`config.mk`:
```
export PLATFORM = sky130hd
export DESIGN_NAME = wb_encoder_velocity_slave
export DESIGN_NICKNAME = d
export VERILOG_FILES = /design/src/rtl/wb_encoder_velocity_slave.sv
export SDC_FILE = /design/constraint.sdc
export NUM_CORES = 1
export LEC_CHECK = 0
export CAP_MARGIN = 20
export CORE_MARGIN = 8
export CORE_UTILIZATION = 55
export CTS_BUF_LIST = sky130_fd_sc_hd__clkbuf_8
export DETAILED_ROUTE_END_ITERATION = 7
export HOLD_SLACK_MARGIN = 0.06
export PLACE_DENSITY_LB_ADDON = 0.1
export SYNTH_ARGS = -nofsm -noshare
export SYNTH_HDL_FRONTEND = slang
export SYNTH_SLANG_ARGS = --single-unit
```
`constraint.sdc`:
```
create_clock -name CLK_I -period 2.8 [get_ports CLK_I]
set_input_delay 0.84 -clock CLK_I [delete_from_list [all_inputs] [get_ports CLK_I]]
set_output_delay 0.84 -clock CLK_I [all_outputs]
set_load 0.1 [all_outputs]
```
`src/rtl/wb_encoder_velocity_slave.sv`:
```
// Wishbone slave pairing two 16-bit encoder velocity halves into one 32-bit word
// and publishing it to the DSP loop over a valid/ready port.
module wb_encoder_velocity_slave #(
  parameter int WISHBONE_DATAWIDTH = 15,
  parameter int WISHBONE_ADDRESSWIDTH = 15,
  parameter logic [WISHBONE_ADDRESSWIDTH:0] LO_ADDR = 16'h400E
) (
  input  logic                              CLK_I,
  input  logic                              RST_I,
  input  logic                              CYC_I,
  input  logic                              STB_I,
  input  logic                              WE_I,
  input  logic [WISHBONE_ADDRESSWIDTH:0]    ADR_I,
  input  logic [WISHBONE_DATAWIDTH:0]       DAT_I,
  output logic [WISHBONE_DATAWIDTH:0]       DAT_O,
  output logic                              ACK_O,
  output logic                              STALL_O,
  output logic [2*WISHBONE_DATAWIDTH+1:0]   velocity,
  output logic                              velocity_valid,
  input  logic                              velocity_ready,
  output logic                              orphan_hi
);

  localparam int DW = WISHBONE_DATAWIDTH + 1;
  localparam int AW = WISHBONE_ADDRESSWIDTH + 1;
  localparam logic [AW-1:0] HI_ADDR = LO_ADDR + 1'b1;

  typedef struct packed {
    logic          we;
    logic [AW-1:0] adr;
    logic [DW-1:0] dat;
  } req_t;

  req_t            fifo_q [2];
  logic            wr_ptr_q;
  logic            rd_ptr_q;
  logic [1:0]      count_q;
  logic            ack_q;
  logic [DW-1:0]   dat_q;
  logic [2*DW-1:0] vel_q;
  logic            vel_valid_q;
  logic [DW-1:0]   lo_latch_q;
  logic            lo_pending_q;
  logic            orphan_q;

  req_t            head;
  logic            full;
  logic            push;
  logic            head_vld;
  logic            is_lo;
  logic            is_hi;
  logic            blocked;
  logic            pop;
  logic            commit;
  logic            lo_wr;
  logic            rd_lo;
  logic            rd_hi;
  logic [DW-1:0]   rd_data;

  assign full     = (count_q == 2'd2);
  assign push     = CYC_I & STB_I & ~full;
  assign head     = fifo_q[rd_ptr_q];
  assign head_vld = CYC_I & (count_q != 2'd0);
  assign is_lo    = (head.adr == LO_ADDR);
  assign is_hi    = (head.adr == HI_ADDR);

  // A high write must not overwrite a word the consumer has not taken yet
  assign blocked  = head.we & is_hi & vel_valid_q & ~velocity_ready;
  assign pop      = head_vld & ~blocked;
  assign commit   = pop & head.we & is_hi;
  assign lo_wr    = pop & head.we & is_lo;
  assign rd_lo    = ~head.we & is_lo;
  assign rd_hi    = ~head.we & is_hi;

  always_comb begin
    rd_data = '0;
    unique case (1'b1)
      rd_lo:   rd_data = vel_q[DW-1:0];
      rd_hi:   rd_data = vel_q[2*DW-1:DW];
      default: rd_data = '0;
    endcase
  end

  always_ff @(posedge CLK_I or negedge RST_I) begin
    if (!RST_I) begin
      fifo_q[0]    <= '0;
      fifo_q[1]    <= '0;
      wr_ptr_q     <= 1'b0;
      rd_ptr_q     <= 1'b0;
      count_q      <= 2'd0;
      ack_q        <= 1'b0;
      dat_q        <= '0;
      vel_q        <= '0;
      vel_valid_q  <= 1'b0;
      lo_latch_q   <= '0;
      lo_pending_q <= 1'b0;
      orphan_q     <= 1'b0;
    end else begin
      if (!CYC_I) begin
        wr_ptr_q <= 1'b0;
        rd_ptr_q <= 1'b0;
        count_q  <= 2'd0;
        ack_q    <= 1'b0;
        dat_q    <= '0;
      end else begin
        if (push) begin
          fifo_q[wr_ptr_q] <= '{we: WE_I, adr: ADR_I, dat: DAT_I};
          wr_ptr_q         <= ~wr_ptr_q;
        end
        if (pop) begin
          rd_ptr_q <= ~rd_ptr_q;
        end
        count_q <= count_q + 2'(push) - 2'(pop);
        ack_q   <= pop;
        dat_q   <= pop ? rd_data : '0;
      end

      if (lo_wr) begin
        lo_latch_q   <= head.dat;
        lo_pending_q <= 1'b1;
      end else if (commit) begin
        lo_pending_q <= 1'b0;
      end

      // Commit wins over the consumer clearing valid on the same edge
      if (commit) begin
        vel_q       <= {head.dat, lo_latch_q};
        vel_valid_q <= 1'b1;
        if (!lo_pending_q) begin
          orphan_q <= 1'b1;
        end
      end else if (vel_valid_q & velocity_ready) begin
        vel_valid_q <= 1'b0;
      end
    end
  end

  assign ACK_O          = ack_q;
  assign DAT_O          = dat_q;
  assign STALL_O        = full;
  assign velocity       = vel_q;
  assign velocity_valid = vel_valid_q;
  assign orphan_hi      = orphan_q;

endmodule

```
==> qor.csv <==
metric,value,unit
Lkg Pwr,3.29,nW
First DRT Iteration DRCs,157,
Hold WS,0.342,ns
max_slew headroom,68.1,%
Via density,5.33,
critical path startpoint category,flip-flop,
"Arr. time, crit path",2.80,ns
initial antenna violation count,0,
Resized Gates After CTS,0,
Total Power,5.97,mW
f_max,403,MHz
number of global-route vias before repair,3723,
final critical-path required period,2.48,ns
io pins,90,
die width,117,um
DIE HEIGHT,117,um
drt pass-1 iters,4,
Nets,562,
most frequent cells in the layout,"138 x dfrtp_1, 69 x nand2_1, 68 x mux2_2",
cts bufs inserted,17,
cell-by-cell trace of the critical path,"or4b_4, nor3_4, or2_2, a31oi_1, ha_1, inv_1, ha_1, xnor2_1, and2_1",
Peak VDD IR,0.000457,V
CTS tree,built,
first-pass GRT wire length,18600,um
Port Buffers,89,
core area,9820,sq um
Mapped Cells,418,
Avg WL per Cell,16.9,um
antenna-violating nets left,0,
fraction of layout cells with a size suffix above 1,37.3,%
Setup CP Type,flip-flop to flip-flop,
Total GRT Usage,17.9,%
run status,"complete, no violations",
CP top delay family,simple AND/OR/NAND/NOR gates,
"Slew Viols, Final",0,
Initial Util,56.9,%
Worst Tran Pin Value,0.478,ns
Seq cells post-synth,138,
count of yosys warnings during synthesis,0,
"commonest non-fill, non-tap cell in the layout",dfrtp_1,
synth top area cells,"dfrtp_1 62%, mux2_2 14%, nand2_1 4.6%",
"Hold Vio Cnt, Final",0,
clk root buf,clkbuf_8,
largest net degree at the start of global routing,52,
ANT cells,0,
"Clk Latency, worst-skew pair",0.43,ns
via count,3552,
clk sinks,138,
max cap viols,0,
setup ws final,0.317,ns
unrepaired setup endpoints after global routing,false,
crit-path max cell delay,0.55,ns
Post-Syn Nets,458,
sequential share of the synthesized area,61.8,%
crit end category,flip-flop,
Final setup viols,0,
number of distinct library cells after synthesis,36,
Routed WL,11200,um
Synth area leader,dfrtp_1,
CP max-delay cell,or4b_4,
buffers and inverters on the worst path,1,
Required @ worst endpoint,3.12,ns
FF-to-FF Start,fifo_q[61],
synthesized cell area,5590,sq um
maximum clock insertion buffer count,2,
DR DRC count,0,
Fin Setup TNS,0,ns
dpl ws,-0.0102,ns
hold buffer count at CTS,0,
post-CTS setup buffer count,0,
Layout Area Growth over Synthesis,26.3,%
# rows,36,
fin crit share,88.7,%
GPL Wtd Cong,0.751,
syn_area_per_cell,13.4,sq um
die area,13600,sq um
final global-route overflow total,0,
Hold Path Class,input port to asynchronous set/reset pin,
Pwr Density,847,nW/um^2
detailed placement HPWL,7920,um
post-route clock skew,0.00840,ns
clock transition at the registers of the reported paths,0.07,ns
H-tree Lvls,4,
CP most frequent cell,ha_1,
Worst Setup SP,fifo_q[61],
Worst Path Max Fanout,3,
top-area cell type share of the netlist area,61.8,%
[cells by family (layout without fill, tap and decap cells)]
logic type | count (synthesis) | after routing | synth area share, %
multiplexers | 102 | 102 | 21.1
AO/OA/AOI/OAI | 55 | 55 | 6.09
XOR/XNOR | 3 | 3 | 0.470
AND/OR/NAND/NOR | 95 | 95 | 8.04
buffers and inverters | 23 | 139 | 2.02
flip-flops | 138 | 138 | 61.8
adder cells (fa/ha/maj) | 2 | 2 | 0.448
[registers in the layout, indices dropped and copies added (netlist names)]
signal	cells
count_q	2
lo_latch_q	16
orphan_hi	1
lo_pending_q	1
velocity	32
ACK_O	1
DAT_O	16
fifo_q	66
velocity_valid	1
rd_ptr_q	1
wr_ptr_q	1
[area by class of cell]
cell class	count	area (sq um)
flip-flops and latches	138	3450
fillers	730	2760
multi-input cells	257	2040
repair buffers	106	940
clock buffers	20	275
clock inverters	11	178
well taps	133	166
inverters	2	7.51
[final timing paths]
| kind | cells past startpoint | endpoint | slack [ns] |
|---|---|---|---|
| worst min-delay path | 1 | lo_latch_q[9] | 0.34 |
| min in group CLK_I | 1 | orphan_hi | 0.48 |
| worst min register to register | 1 | orphan_hi | 0.48 |
| max in group asynchronous | 2 | DAT_O[12] | 1.75 |
| worst max register to register | 9 | count_q[1] | 0.32 |
| worst max-delay path | 9 | count_q[1] | 0.32 |
[report_power, final]
group	total, mW	internal (mW)	switching (mW)
logic	1.39	0.709	0.686
registers	2.77	2.49	0.277
clock network	1.81	1.11	0.696
[stage by stage]
step	utilization [%]	area, sq um	std cells
2_1_floorplan	-	5590	418
4_1_cts	71.9	7060	667
6_report	71.9	7060	667
3_3_place_gp	67.3	6600	636
5_1_grt	71.9	7060	667
3_5_place_dp	67.3	6600	636
[synth_stat cells (all sizes together)]
library cell	n
dfrtp	138
mux2	83
nand2	69
o21ai	33
mux2i	19
a21oi	16
clkbuf	12
buf	9
and2	3
nand4	3
nor3	3
or2	3
or4	3
xnor2	3
a31oi	2
ha	2
inv	2
nand2b	2
nor2	2
o221ai	2
and3	1
and4b	1
nand3	1
nand4b	1
nor4	1
nor4b	1
o21a	1
o21bai	1
or4b	1
[layer usage]
metal	track usage, %	wire length [um]
met5	0	0
met2	28.4	5460
met1	22.7	4960
met3	5.64	666
met4	6.23	156
Note: power is estimated with default switching activity, not from simulation.
